--- config.mk ---
export PLATFORM = sky130hd
export DESIGN_NAME = svs_controller
export DESIGN_NICKNAME = d
export VERILOG_FILES = /design/src/rtl/svs_controller.sv
export SDC_FILE = /design/constraint.sdc
export NUM_CORES = 1
export LEC_CHECK = 0
export ABC_CLOCK_PERIOD_IN_PS = 32700
export BUFFER_PORTS_ARGS = -buffer_cell sky130_fd_sc_hd__buf_2
export CAP_MARGIN = 15
export CORE_AREA = 4 4 312 314
export CTS_BUF_LIST = sky130_fd_sc_hd__clkbuf_4 sky130_fd_sc_hd__clkbuf_8
export DETAILED_ROUTE_END_ITERATION = 10
export DIE_AREA = 0 0 316 318
export HOLD_SLACK_MARGIN = 0.03
export PLACE_DENSITY = 0.43
export SLEW_MARGIN = 25
export SYNTH_ARGS = -nofsm -noshare
export SYNTH_HDL_FRONTEND = slang
export SYNTH_SLANG_ARGS = --single-unit
--- constraint.sdc ---
create_clock -name i_clk -period 32.7 [get_ports i_clk]
set_input_delay 1.635 -clock i_clk [delete_from_list [all_inputs] [get_ports i_clk]]
set_output_delay 1.635 -clock i_clk [all_outputs]
set_load 0.01 [all_outputs]
--- src/rtl/svs_controller.sv ---
// svs_controller: closed-loop SVS supervisor.
// Periodically triggers the monitor array, captures all ring-oscillator counts,
// scans them serially for the slowest unmasked monitor, compares it against the
// selected target window and issues up/down voltage-step requests over a
// valid/ack handshake.
// Optional feature: define SVS_CONTROLLER_TIMEOUT_EN to add a 1024-cycle
// measurement timeout with a sticky o_timeout flag (tied 0 otherwise).
module svs_controller #(
    parameter int NB_MONITOR = 30,
    parameter int COUNT_W    = 16,
    parameter int TARGET_W   = 3,
    parameter int IDX_W      = $clog2(NB_MONITOR)
) (
    input  logic                                i_clk,
    input  logic                                i_rst,
    input  logic                                i_enable,
    input  logic [15:0]                         i_period,
    input  logic [TARGET_W-1:0]                 i_target_sel,
    input  logic [(2**TARGET_W)*COUNT_W-1:0]    i_target_lo,
    input  logic [(2**TARGET_W)*COUNT_W-1:0]    i_target_hi,
    input  logic [NB_MONITOR-1:0]               i_mon_mask,
    output logic                                o_meas_start,
    input  logic                                i_meas_done,
    input  logic [NB_MONITOR*COUNT_W-1:0]       i_count,
    output logic                                o_req_valid,
    output logic                                o_req_up,
    input  logic                                i_req_ack,
    output logic [COUNT_W-1:0]                  o_min_count,
    output logic [IDX_W-1:0]                    o_min_idx,
    output logic                                o_busy,
    output logic                                o_timeout
);

    localparam logic [IDX_W-1:0] LAST_IDX = IDX_W'(NB_MONITOR - 1);

    typedef enum logic [2:0] {
        S_IDLE,
        S_WAIT,
        S_START,
        S_MEAS,
        S_SCAN,
        S_DECIDE,
        S_REQ
    } state_t;

    state_t                          state_q, state_d;
    logic [15:0]                     wait_cnt_q, wait_cnt_d;
    logic [COUNT_W-1:0]              min_count_q, min_count_d;
    logic [IDX_W-1:0]                min_idx_q, min_idx_d;
    logic                            req_up_q, req_up_d;

    // Scan datapath: captured counts and running minimum
    logic [NB_MONITOR*COUNT_W-1:0]   cnt_q, cnt_d;
    logic [IDX_W-1:0]                scan_idx_q, scan_idx_d;
    logic [COUNT_W-1:0]              run_min_q, run_min_d;
    logic [IDX_W-1:0]                run_idx_q, run_idx_d;
    logic                            run_found_q, run_found_d;

    logic [COUNT_W-1:0]              cur_count;
    logic [COUNT_W-1:0]              tgt_lo;
    logic [COUNT_W-1:0]              tgt_hi;

`ifdef SVS_CONTROLLER_TIMEOUT_EN
    logic [9:0]                      tmo_cnt_q, tmo_cnt_d;
    logic                            timeout_q, timeout_d;
`endif

    // Next-state, scan and decision logic
    always_comb begin
        state_d     = state_q;
        wait_cnt_d  = wait_cnt_q;
        min_count_d = min_count_q;
        min_idx_d   = min_idx_q;
        req_up_d    = req_up_q;
        cnt_d       = cnt_q;
        scan_idx_d  = scan_idx_q;
        run_min_d   = run_min_q;
        run_idx_d   = run_idx_q;
        run_found_d = run_found_q;
`ifdef SVS_CONTROLLER_TIMEOUT_EN
        tmo_cnt_d   = tmo_cnt_q;
        timeout_d   = timeout_q;
`endif
        cur_count = cnt_q[scan_idx_q*COUNT_W +: COUNT_W];
        tgt_lo    = i_target_lo[i_target_sel*COUNT_W +: COUNT_W];
        tgt_hi    = i_target_hi[i_target_sel*COUNT_W +: COUNT_W];

        case (state_q)
            S_IDLE: begin
                if (i_enable) begin
                    state_d = S_START;
                end
            end
            S_START: begin
                state_d = S_MEAS;
`ifdef SVS_CONTROLLER_TIMEOUT_EN
                tmo_cnt_d = '0;
`endif
            end
            S_MEAS: begin
                if (i_meas_done) begin
                    cnt_d       = i_count;
                    scan_idx_d  = '0;
                    run_min_d   = '1;
                    run_idx_d   = '0;
                    run_found_d = 1'b0;
                    state_d     = S_SCAN;
                end
`ifdef SVS_CONTROLLER_TIMEOUT_EN
                else if (tmo_cnt_q == 10'h3FF) begin
                    timeout_d  = 1'b1;
                    wait_cnt_d = i_period;
                    state_d    = S_WAIT;
                end else begin
                    tmo_cnt_d = tmo_cnt_q + 10'd1;
                end
`endif
            end
            S_SCAN: begin
                // Strict less-than keeps the lowest index on ties
                if (!i_mon_mask[scan_idx_q]) begin
                    run_found_d = 1'b1;
                    if (cur_count < run_min_q) begin
                        run_min_d = cur_count;
                        run_idx_d = scan_idx_q;
                    end
                end
                if (scan_idx_q == LAST_IDX) begin
                    state_d = S_DECIDE;
                end else begin
                    scan_idx_d = scan_idx_q + 1'b1;
                end
            end
            S_DECIDE: begin
                min_count_d = run_min_q;
                min_idx_d   = run_idx_q;
                // Low threshold wins when the window is misprogrammed (lo > hi);
                // a fully masked array never requests.
                if (run_found_q && (run_min_q < tgt_lo)) begin
                    req_up_d = 1'b1;
                    state_d  = S_REQ;
                end else if (run_found_q && (run_min_q > tgt_hi)) begin
                    req_up_d = 1'b0;
                    state_d  = S_REQ;
                end else begin
                    wait_cnt_d = i_period;
                    state_d    = S_WAIT;
                end
            end
            S_REQ: begin
                if (i_req_ack) begin
                    wait_cnt_d = i_period;
                    state_d    = S_WAIT;
                end
            end
            S_WAIT: begin
                // WAIT always lasts at least one cycle, so period 0 and 1 behave alike
                if (wait_cnt_q <= 16'd1) begin
                    wait_cnt_d = '0;
                    state_d    = i_enable ? S_START : S_IDLE;
                end else begin
                    wait_cnt_d = wait_cnt_q - 16'd1;
                end
            end
            default: begin
                state_d = S_IDLE;
            end
        endcase
    end

    // Control and published-result registers with synchronous reset
    always_ff @(posedge i_clk) begin
        if (i_rst) begin
            state_q     <= S_IDLE;
            wait_cnt_q  <= '0;
            min_count_q <= '1;
            min_idx_q   <= '0;
            req_up_q    <= 1'b0;
`ifdef SVS_CONTROLLER_TIMEOUT_EN
            tmo_cnt_q   <= '0;
            timeout_q   <= 1'b0;
`endif
        end else begin
            state_q     <= state_d;
            wait_cnt_q  <= wait_cnt_d;
            min_count_q <= min_count_d;
            min_idx_q   <= min_idx_d;
            req_up_q    <= req_up_d;
`ifdef SVS_CONTROLLER_TIMEOUT_EN
            tmo_cnt_q   <= tmo_cnt_d;
            timeout_q   <= timeout_d;
`endif
        end
    end

    // Scan datapath registers, initialised when a measurement completes
    always_ff @(posedge i_clk) begin
        cnt_q       <= cnt_d;
        scan_idx_q  <= scan_idx_d;
        run_min_q   <= run_min_d;
        run_idx_q   <= run_idx_d;
        run_found_q <= run_found_d;
    end

    assign o_meas_start = (state_q == S_START);
    assign o_req_valid  = (state_q == S_REQ);
    assign o_req_up     = req_up_q;
    assign o_min_count  = min_count_q;
    assign o_min_idx    = min_idx_q;
    assign o_busy       = (state_q != S_IDLE);
`ifdef SVS_CONTROLLER_TIMEOUT_EN
    assign o_timeout    = timeout_q;
`else
    assign o_timeout    = 1'b0;
`endif

endmodule

Word-level counts from Yosys, hierarchy flattened:

Cells that the tools add are included.

* shift-type cells: 3
* reduce and logical (&&, ||, !) cells: 14
* order comparisons: 5
* eq/ne operators: 17
* $add $sub $neg: 2
* muxes and demuxes: 31

Operator list (count)
* 480-bit by 10-bit variable part select with 16-bit output: 1
* 128-bit by 8-bit variable part select with 16-bit output: 2
* 16-bit 2-to-1 mux: 7
* 16-bit one-hot mux with 3 select lines: 1
* 16-bit < comparator: 2
* 16-bit one-hot mux with 2 select lines: 1
* 3-bit 2-to-1 mux: 7
* 3-bit one-hot mux with 7 select lines: 1
* 5-bit 2-to-1 mux: 4
* 5-bit one-hot mux with 2 select lines: 2
* 2-bit != test, second input constant: 9
* 16-bit > comparator: 1
* 16-bit by 1-bit <= comparator with 1-bit output, second input constant: 1
* 16-bit by 1-bit subtractor with 16-bit output, second input constant: 1
* 3-bit == test, second input constant: 3
* 4-bit AND reduction: 2
* 3-bit by 2-bit == test with 1-bit output, second input constant: 2
* 5-bit by 6-bit < comparator with 1-bit output, second input constant: 1
* 3-bit AND reduction: 2
* 3-bit nonzero test: 2
* 5-bit by 1-bit adder with 5-bit output, second input constant: 1
* 1-bit binary-select mux with 5-bit select: 1
* 5-bit == test, second input constant: 1
* 1-bit 2-to-1 mux: 5
* other kinds (9): 12

* bits of input ports: 790
* logic and storage cells: 82
* register bits after elaboration: 548
* output and inout port bits: 26

Logic depth before layout (Yosys ltp):

Gate-level depths: netlist (run 1).

* depth in word-level cells: 6
* mapped depth: 17

Worst setup path after synthesis (run 1):

OpenSTA, ideal clock, no wires.

* path kind: in2reg
* start point: input i_meas_done
* end point: register cnt_q[0] (enable)
* arrival time: 11.031 ns
* stages: 2
* path buffers: 0
* library setup time: 0.825 ns
* setup slack: 20.844 ns
* cells stage by stage: nand4b_1 inv_1

* cells in the longest elaborated chain, start to end: 1

Ends and longest elaborated chain
* from (decl): line 23 `input logic i_meas_done,`
* 2-bit AND reduction (no line)
* to (signal assigned): line 198 `cnt_q <= cnt_d;`
* to (decl): line 53 `logic [NB_MONITOR*COUNT_W-1:0] cnt_q, cnt_d;`

No other way between the ends.
A chain may end at the register's enable or synchronous reset.

Worst setup path after layout (run 1):

* start point: register scan_idx_q[0]
* end point: register run_min_q[2] (enable)

* cells in the longest elaborated chain, start to end: 4
* elaborated cells between the ends (all ways): 7
* classes of those cells: order compare: 1; eq/ne: 2; shift: 1; mux: 2; reduce/logical: 1

Ends and longest elaborated chain
* from (decl): line 54 `logic [IDX_W-1:0] scan_idx_q, scan_idx_d;`
* from (signal assigned): line 199 `scan_idx_q <= scan_idx_d;`
* 480-bit by 10-bit variable part select with 16-bit output: line 84 `cur_count = cnt_q[scan_idx_q*COUNT_W +: COUNT_W];`
* via cur_count[13]: line 59 `logic [COUNT_W-1:0] cur_count;`
* 16-bit < comparator: line 123 `if (cur_count < run_min_q) begin`
* 2-bit != test (no line)
* 4-bit AND reduction (no line)
* to (signal assigned): line 200 `run_min_q <= run_min_d;`
* to (decl): line 55 `logic [COUNT_W-1:0] run_min_q, run_min_d;`

The timed path passes the listed nets, and every way through them passes these cells. The select of a mux whose other input is x is not followed.

==> results_dict.tcl, run 1 <==
set metrics [dict create \
    min_period_ns 6.30 \
    yosys_most_used_dff "edfxtp_1" \
    gp_congestion 0.853 \
    postCtsResizedCells 0 \
    first_iter_violations 1089 \
    worst_pin_slew_ns 1.12 \
    portBuffers 814 \
    fill_cells 9302 \
    async_flop_share_pct 0 \
    cts_buffers 101 \
    power.total_w 0.00175 \
    die_w_um 316 \
    cp-startpoint "scan_idx_q[0]$_SDFFCE_PN0P_" \
    drc 0 \
    synthesis.nets 2280 \
    core-area_um2 94600 \
    worstSkewPairLatency_ns 0.74 \
    powerDensity_nw_per_um2 53.9 \
    num_vias 17000 \
    clock_skew_ns 0.0300 \
    synth_most_common_cell "edfxtp_1" \
    power_leakage_nw 12.3 \
    setup_ws_ns 26.40 \
    ys_seq_elements 548 \
    fp.dieH_um 318 \
    initial_core_util_pct 26.2 \
    yosysUniqueCellTypes 57 \
    crit_fanout 76 \
    synthCells 1440 \
    synth.cell_area_um2 24800 \
    finalCritPeriodShare_pct 19.3 \
    firstDrtPassIters 5 \
    synth_edf_count 507 \
    cp.required_ns 33.12 \
    die_area_um2 100000 \
    synth_top_area_cell "edfxtp_1" \
    startpoint_type "flop" \
    grt_max_degree 194 \
    core.rowCount 113 \
    power_frac_comb_pct 14.1 \
    status "completed" \
    detailed_place_hpwl_um 72900 \
    routed_via_density 4.64 \
    peakVddDrop_v 0.0000316 \
    post-place-ws_ns 26.22 \
    min_to "o_min_idx[0]$_SDFFE_PP0N_" \
    r2r_end "run_min_q[2]$_SDFFCE_PN1P_" \
    synth_warnings 0 \
    r2r_start "scan_idx_q[0]$_SDFFCE_PN0P_" \
    avgSynthCellArea_um2 17.2 \
    dp_cells 3449 \
    worst_slew_margin_rel_pct 25.6 \
    clock.fmax_ghz 0.159 \
    hold_path_depth 2 \
    wl_um 95500 \
    hold_viol_final 0 \
    grt_usage_pct 18.4 \
    seqPwrFrac_pct 46.8 \
    cts_root_buf "clkbuf_8" \
    hp-class "reg -> reg" \
    regToRegSetupSlack_ns 26.40 \
    syn2layout_area_growth_pct 30.9 \
    synthTopCellsByCount "edfxtp_1, mux4_2, mux2i_1" \
    drv_slew 0 \
    cp_data_arrival_time_ns 6.72 \
    yosysSeqAreaShare_pct 64.7 \
    switchingPower_w 0.000457 \
    htree_num_levels 3 \
    setup_viol 0 \
    cap_violations 0 \
    postCtsSetupRepairBufs 0 \
    post_drt_wl_per_cell_um 26.1 \
    endpoint_kind "flop" \
    path_clk_slew_ns 0.06 \
    synth.area.top_cells "edfxtp_1, mux4_2, mux2i_1" \
    p_clk_share_pct 39.1 \
    switching_share_pct 26.1 \
    rr_worst_depth 14 \
    grt_overflow 0 \
    grt_antenna_before_repair 64 \
    cts_tree "built" \
    clock_tree.buffer_depth 3 \
    netlist.area_leader.share_pct 61.4 \
    rsz0062_at_grt "false" \
    grt_pass1_wl_um 132000 \
    io_pins 816 \
    clock_sinks 548 \
    grt_pass1_vias 18800 \
    final_nets 3128 \
    drive_gt1_share_pct 49.9 \
    antenna_left 0 \
    internal-power_w 0.00129 \
    hp-start "o_min_idx[0]$_SDFFE_PP0N_" \
    layoutNonFillerInstCount 3663 \
    holdBufCountCts 0 \
    critPathKind "reg -> reg" \
    fin_tns_setup_ns 0 \
]
==> metrics by stage <==
step | util (%) | hold slack, ns | cell area (µm²)
after floorplan | - | 0.471 | 24800
after global placement | 32.0 | 0.449 | 30300
after detailed placement | 32.0 | 0.455 | 30300
after CTS | 34.2 | 0.463 | 32300
after global routing | 34.3 | 0.492 | 32400
final | 34.3 | 0.464 | 32400
==> power groups by stage <==
stage | Combinational [W] | Sequential [W] | Clock, W
after floorplan | 0.000149 | 0.000840 | 0
after global placement | 0.000247 | 0.000833 | 0
after detailed placement | 0.000250 | 0.000833 | 0
after CTS | 0.000251 | 0.000819 | 0.000710
after global routing | 0.000272 | 0.000821 | 0.000744
final | 0.000247 | 0.000819 | 0.000683
==> worst max-delay path by stage <==
stage	end	slack [ns]	depth (start not counted)
2_1_floorplan	cnt_q[0]$_DFFE_PP_	20.84	2
3_3_place_gp	run_idx_q[0]$_SDFFCE_PN0P_	26.26	14
3_5_place_dp	run_idx_q[2]$_SDFFCE_PN0P_	26.22	14
4_1_cts	run_idx_q[1]$_SDFFCE_PN0P_	26.21	14
5_1_grt	run_idx_q[3]$_SDFFCE_PN0P_	25.88	14
6_report	run_min_q[2]$_SDFFCE_PN1P_	26.40	14
==> sequential cells by signal, indices dropped and copies added (netlist names) <==
signal,flops
run_idx_q,5
state_q,3
wait_cnt_q,16
o_min_count,16
run_min_q,16
o_req_up,1
cnt_q,480
run_found_q,1
o_min_idx,5
scan_idx_q,5
==> final cells by class <==
class / count / area [µm²] / area share (%)
inverter: 39 / 154 / 0.474
timing repair buffer: 836 / 4310 / 13.3
tap: 1265 / 1580 / 4.88
sequential: 548 / 16000 / 49.5
multi-input combinational: 762 / 8200 / 25.3
clock inverter: 56 / 480 / 1.48
antenna: 30 / 75.1 / 0.231
clock buffer: 127 / 1590 / 4.91
==> kinds of logic (layout without fill, tap and decap cells) <==
logic type	count (synthesis)	after routing	share of synthesized area, %
xor gates and xnor gates	12	12	0.424
AOI/OAI and AO/OA	191	191	5.22
muxes	282	282	20.0
buffers and inverters	130	1058	2.27
adders and majority gates	50	50	2.52
other	1	31	0.0151
and+or+nand+nor	226	226	4.77
DFF	548	548	64.7
==> metal layers <==
layer / up-vias / GRT usage (%) / routed length [µm]
li1: 7633 / - / -
met1: 8399 / 21.2 / 36200
met2: 739 / 32.6 / 49300
met3: 187 / 5.18 / 7570
met4: 38 / 6.31 / 2230
met5: - / 0 / 238
==> critical path, stage by stage, from the launching register on <==
cell      delay [ns]
edfxtp_1        0.77
buf_12          0.50
buf_4           0.66
buf_4           0.75
mux4_2          0.60
nor2b_1         0.15
o41a_1          0.49
ha_1            0.31
a21o_1          0.18
a21o_1          0.17
a21oi_1         0.15
o21a_1          0.15
o211ai_1        0.11
a31oi_2         0.51
buf_4           0.35
==> cells in the final DEF (no fill, tap or decap), types with 25 or more instances in the layout <==
cell,n
ha_1,50
a21oi_1,35
o21ai_0,52
diode_2,30
buf_2,813
nor2_1,28
mux4_2,171
edfxtp_1,507
clkbuf_8,102
mux2i_1,108
nand2_1,77
clkbuf_4,25
dfxtp_1,41
inv_1,38
Power figures use the tool's default switching activity.
==> run 2, diff against run 1 <==
Settings changed: ABC_CLOCK_PERIOD_IN_PS 32700 to 5700, CORE_AREA 4 4 312 314 to 4 4 320 322, DIE_AREA 0 0 316 318 to 0 0 324 326.
Clock period 32.7 ns to 5.7 ns, I/O delays scaled along.
==> run 2 against run 1 <==
Critical path type unchanged. Largest cell class unchanged. Clock skew decreased by 0.0055 ns. Die area increased by 5.1%. Global-route usage increased by 0.46 points. Largest power group unchanged. First-iteration DRC count increased by 0.64%. Via count increased by 12%. Sequential power increased to 5.7 times the previous value.
==> results_dict.tcl, run 2 (same netlist as run 1, synthesis figures left out) <==
set metrics [dict create \
    layoutNonFillerInstCount 4198 \
    cp_data_arrival_time_ns 5.29 \
    grt_pass1_vias 21200 \
    initial_core_util_pct 24.9 \
    cts_tree "built" \
    firstDrtPassIters 4 \
    cp.required_ns 6.12 \
    antenna_left 0 \
    max_flop_register "cnt_q" \
    dp_cells 3500 \
    largest_register_ffs 480 \
    crit_fanout 25 \
    postCtsSetupRepairBufs 0 \
    syn2layout_area_growth_pct 51.6 \
    status "completed" \
    fill_cells 9521 \
    num_vias 19000 \
    wl_um 103000 \
    gp_congestion 0.923 \
    drv_slew 0 \
    worst_slew_margin_rel_pct 30.8 \
    clock_tree.buffer_depth 3 \
    route.met3.wl_um 6530 \
    die_area_um2 106000 \
    final_cell_mix "buf_2, edfxtp_1, dlygate4sd3_1" \
    powerDensity_nw_per_um2 273 \
    drc 0 \
    min_period_ns 4.87 \
    routed_via_density 4.52 \
    post_drt_wl_per_cell_um 24.4 \
    wl_met2_um 53800 \
    routed.top_layer "met5" \
    worstSkewPairLatency_ns 0.73 \
    drive_gt1_share_pct 41.6 \
    clock_skew_ns 0.0245 \
    endpoint_kind "flop" \
    fp.dieH_um 326 \
    grt_usage_pct 18.8 \
    peakVddDrop_v 0.000159 \
    grt_max_degree 163 \
    design_area_um2 37600 \
    rsz0062_at_grt "false" \
    cp_slowest_cell "edfxtp_1" \
    critPathKind "reg -> reg" \
    worst_pin_slew_ns 1.03 \
    utilization_pct 37.7 \
    cap_violations 0 \
    placed_cell_area_um2 30500 \
    cts_buffers 101 \
    finalCritPeriodShare_pct 85.4 \
    clock.fmax_ghz 0.205 \
    io_pins 816 \
    multi_input_area_um2 8200 \
    grt_overflow 0 \
    grt_pass1_wl_um 143000 \
    clock_sinks 548 \
    worst_hold_slack_ns 0.191 \
    path_delay_family "compound AO/OA/AOI/OAI gates" \
    portBuffers 814 \
    final_nets 3642 \
    crit_chain "buf_12 > mux4_2 > a21oi_1 > o21ai_0 > o41a_1 > ha_1 > a21o_1 > a21o_1 > a21oi_1 > o21a_1 > o211ai_1 > a31oi_2 > buf_4" \
    hp-class "in -> reg" \
    setup_viol 0 \
    cts_root_buf "clkbuf_8" \
    path_buf_inv 2 \
    final_common_cell "buf_2" \
    seqCellArea_um2 16000 \
    core.rowCount 116 \
    path_clk_slew_ns 0.06 \
    grt_antenna_before_repair 32 \
    route.layer.met1.wl_um 39700 \
    core-area_um2 99600 \
    hold_viol_final 0 \
    die_w_um 324 \
    first_iter_violations 1096 \
    detailed_place_hpwl_um 78800 \
    power_leakage_nw 14.4 \
    htree_num_levels 3 \
    max_stage_delay_ns 0.86 \
    startpoint_type "flop" \
]
==> run 2: cell types whose count changed in the layout (fill, tap and decap cells not counted), moves of 3 or more <==
cell | before | now
bufinv_16 | 6 | 3
clkbuf_8 | 102 | 106
dlygate4sd3_1 | 0 | 497
diode_2 | 30 | 19
clkinv_2 | 15 | 9
clkbuf_4 | 25 | 30
buf_4 | 18 | 29
buf_12 | 4 | 10
==> run 2: worst register-to-register path: stages, from the launching register on <==
cell,delay (ns)
edfxtp_1,0.86
buf_12,0.31
mux4_2,0.56
a21oi_1,0.35
o21ai_0,0.31
o41a_1,0.22
ha_1,0.30
a21o_1,0.18
a21o_1,0.17
a21oi_1,0.15
o21a_1,0.16
o211ai_1,0.10
a31oi_2,0.54
buf_4,0.33
==> run 2: where the power goes <==
group / leakage [nW] / internal, W / switching (W)
registers: 4.86 / 0.00461 / 0.0000950
logic: 8.51 / 0.000908 / 0.000829
clock network: 1.06 / 0.00207 / 0.00175
==> run 2: final cells by class <==
class                           instances  share of cell area [%]
Sequential cell                       548                    42.7
Clock buffer                          136                    4.48
Tap cell                             1298                    4.32
Antenna cell                           19                   0.127
Multi-Input combinational cell        762                    21.8
Clock inverter                         46                   0.919
Timing Repair Buffer                 1350                    25.2
Inverter                               39                   0.400
==> run 2: through the flow <==
step / worst slack [ns] / total power (W) / setup TNS [ns]
after detailed placement: 0.820 / 0.00625 / 0
final: 0.831 / 0.0103 / 0
after floorplan: -2.60 / 0.00565 / -1246.82
after global placement: 0.846 / 0.00622 / 0
after global routing: 0.604 / 0.0108 / 0
after CTS: 0.745 / 0.0104 / 0
==> run 2: timing repair <==
| action | CTS | global route |
|---|---|---|
| hold buffers | 497 | 0 |
| setup endpoints to repair | 0 | 0 |
| resized for setup | 0 | 0 |
| endpoints found under the hold margin | 498 | 0 |
==> run 2: worst paths after layout <==
| path | startpoint | endpoint | slack, ns | cells past startpoint |
|---|---|---|---|---|
| max reg2reg | scan_idx_q[0]$_SDFFCE_PN0P_ | run_min_q[2]$_SDFFCE_PN1P_ | 0.83 | 13 |
| min reg2reg | o_min_idx[2]$_SDFFE_PP0N_ | o_min_idx[2]$_SDFFE_PP0N_ | 0.45 | 2 |
| max | scan_idx_q[0]$_SDFFCE_PN0P_ | run_min_q[2]$_SDFFCE_PN1P_ | 0.83 | 13 |
| min | i_rst | o_req_up$_SDFFE_PP0P_ | 0.19 | 2 |
==> run 2: routing by layer <==
metal,track usage [%],vias to the layer above
li1,-,8637
met1,21.6,9412
met2,34.6,742
met3,4.78,157
met4,5.07,14
met5,0,-
==> run 3, diff against run 2 <==
Settings changed: BUFFER_PORTS_ARGS -buffer_cell sky130_fd_sc_hd__buf_2 to -buffer_cell sky130_fd_sc_hd__clkbuf_2, PLACE_DENSITY 0.43 to 0.54.
==> run 3 against run 2 <==
Via count grew 0.78%. Routed wire length shrank 3.3%. Clock skew grew 0.023 ns. Clock-buffer cell count shrank 9. Clock power grew 3%. Non-clock buffer count shrank 7. Highest routed layer unchanged. Global-route usage shrank 0.60 points. First-iteration DRC count grew 0.64%. Critical path depth is the same.
==> results_dict.tcl, run 3 (same netlist as run 1, synthesis figures left out) <==
set metrics [dict create \
    fill_cells 9303 \
    cp_data_arrival_time_ns 4.78 \
    detailed_place_hpwl_um 73700 \
    num_vias 19100 \
    grt_pass1_vias 21200 \
    drive_gt1_share_pct 41.5 \
    antenna_left 0 \
    status "completed" \
    grt_max_degree 107 \
    clock_sinks 548 \
    min_period_ns 4.39 \
    die_area_um2 106000 \
    grt_overflow 0 \
    cts_tree "built" \
    internal-power_w 0.00766 \
    cp.required_ns 6.10 \
    startpoint_type "flop" \
    largest_register_ffs 480 \
    dp_cells 3495 \
    clock.fmax_ghz 0.228 \
    switching_share_pct 26.3 \
    powerDensity_nw_per_um2 277 \
    setup_viol 0 \
    firstDrtPassIters 5 \
    first_iter_violations 1103 \
    final_nets 3632 \
    grt_antenna_before_repair 29 \
    drv_slew 0 \
    final_common_cell "clkbuf_2" \
    rsz0062_at_grt "false" \
    core-area_um2 99600 \
    worst_pin_slew_ns 0.996 \
    cts_root_buf "clkbuf_8" \
    initial_core_util_pct 24.9 \
    wl_um 99200 \
    layoutNonFillerInstCount 4195 \
    max_flop_register "cnt_q" \
    die_w_um 324 \
    cts_buffers 98 \
    finalCritPeriodShare_pct 76.9 \
    gp_congestion 0.875 \
    critPathKind "reg -> reg" \
    final_cell_mix "clkbuf_2, edfxtp_1, dlygate4sd3_1" \
    grt_pass1_wl_um 139000 \
    peakVddDrop_v 0.000183 \
    io_pins 816 \
    cap_violations 0 \
    hold_viol_final 0 \
    fp.dieH_um 326 \
    path_clk_slew_ns 0.06 \
    post_drt_wl_per_cell_um 23.6 \
    clock_tree.buffer_depth 3 \
    power_leakage_nw 14.6 \
    hp-class "in -> reg" \
    p_clk_share_pct 37.9 \
    worst_hold_slack_ns 0.131 \
    portBuffers 814 \
    worstSkewPairLatency_ns 0.76 \
    htree_num_levels 3 \
    crit_fanout 27 \
    syn2layout_area_growth_pct 51.7 \
    core.rowCount 116 \
    drc 0 \
    postCtsResizedCells 0 \
    grt_usage_pct 18.2 \
    seqPwrFrac_pct 45.2 \
    worst_slew_margin_rel_pct 33.6 \
    routed_via_density 4.56 \
    switchingPower_w 0.00274 \
    clock_skew_ns 0.0476 \
    endpoint_kind "flop" \
    power_frac_comb_pct 16.9 \
]
[run 3: changes by cell type in the layout (fill, tap and decap cells not counted), moves of 4 or more]
cell / before / now
buf_2: 813 / 1
diode_2: 19 / 25
clkbuf_8: 106 / 98
bufinv_16: 3 / 7
clkbuf_2: 0 / 812
buf_4: 29 / 23
[run 3: path summary, 6_finish.rpt]
kind                          startpoint                         end  slack [ns]  cells past startpoint
min                          i_period[3]  wait_cnt_q[3]$_SDFFE_PP0P_        0.13                      5
min reg2reg    o_min_idx[4]$_SDFFE_PP0N_   o_min_idx[4]$_SDFFE_PP0N_        0.47                      2
max reg2reg  scan_idx_q[1]$_SDFFCE_PN0P_  run_idx_q[3]$_SDFFCE_PN0P_        1.31                     13
max          scan_idx_q[1]$_SDFFCE_PN0P_  run_idx_q[3]$_SDFFCE_PN0P_        1.31                     13
[run 3: power by group through the flow]
stage	clock network [W]	logic, W	registers [W]
after global routing	0.00425	0.00191	0.00471
final	0.00395	0.00176	0.00470
after floorplan	0	0.000862	0.00479
after global placement	0	0.00145	0.00477
after CTS	0.00407	0.00177	0.00470
after detailed placement	0	0.00148	0.00478
[run 3: area by class of cell]
class                      instances  area, µm²  area share (%)
antenna                           25       62.6           0.166
timing repair buffer            1343       9440            25.1
sequential                       548      16000            42.7
inverter                          39        150           0.399
tap                             1298       1620            4.32
clock inverter                    53        509            1.35
clock buffer                     127       1570            4.17
multi-input combinational        762       8190            21.8
[run 3: worst max-delay path, stage by stage (launching register included)]
cell	delay, ns
edfxtp_1	1.00
buf_12	0.30
mux4_2	0.32
a21oi_1	0.27
o21ai_0	0.34
o41a_1	0.23
ha_1	0.31
a21o_1	0.18
a21o_1	0.16
a21oi_1	0.14
o21a_1	0.16
o211ai_1	0.10
a31oi_2	0.18
buf_4	0.32
[run 3: per-layer routing]
metal | global-route usage (%) | routed length (µm)
met2 | 31.5 | 49700
met5 | 0 | 40
met1 | 21.0 | 38100
met4 | 8.75 | 4450
met3 | 4.59 | 6860
[run 3: repair_timing]
| item | 4_1_cts | 5_1_grt |
|---|---|---|
| buffers inserted | 0 | 0 |
| setup endpoints to repair | 0 | 0 |
| endpoints found under the hold margin | 495 | 0 |
| hold buffers | 495 | 0 |
[run 3: through the flow]
stage / total power, W / area [µm²] / util, % / setup WS, ns / TNS (ns)
floorplan: 0.00565 / 24800 / - / -2.60 / -1246.82
global placement: 0.00622 / 30500 / 30.6 / 1.23 / 0
detailed placement: 0.00626 / 30500 / 30.6 / 1.18 / 0
CTS: 0.0105 / 37500 / 37.7 / 1.15 / 0
global route: 0.0109 / 37600 / 37.7 / 1.06 / 0
finish: 0.0104 / 37600 / 37.8 / 1.31 / 0
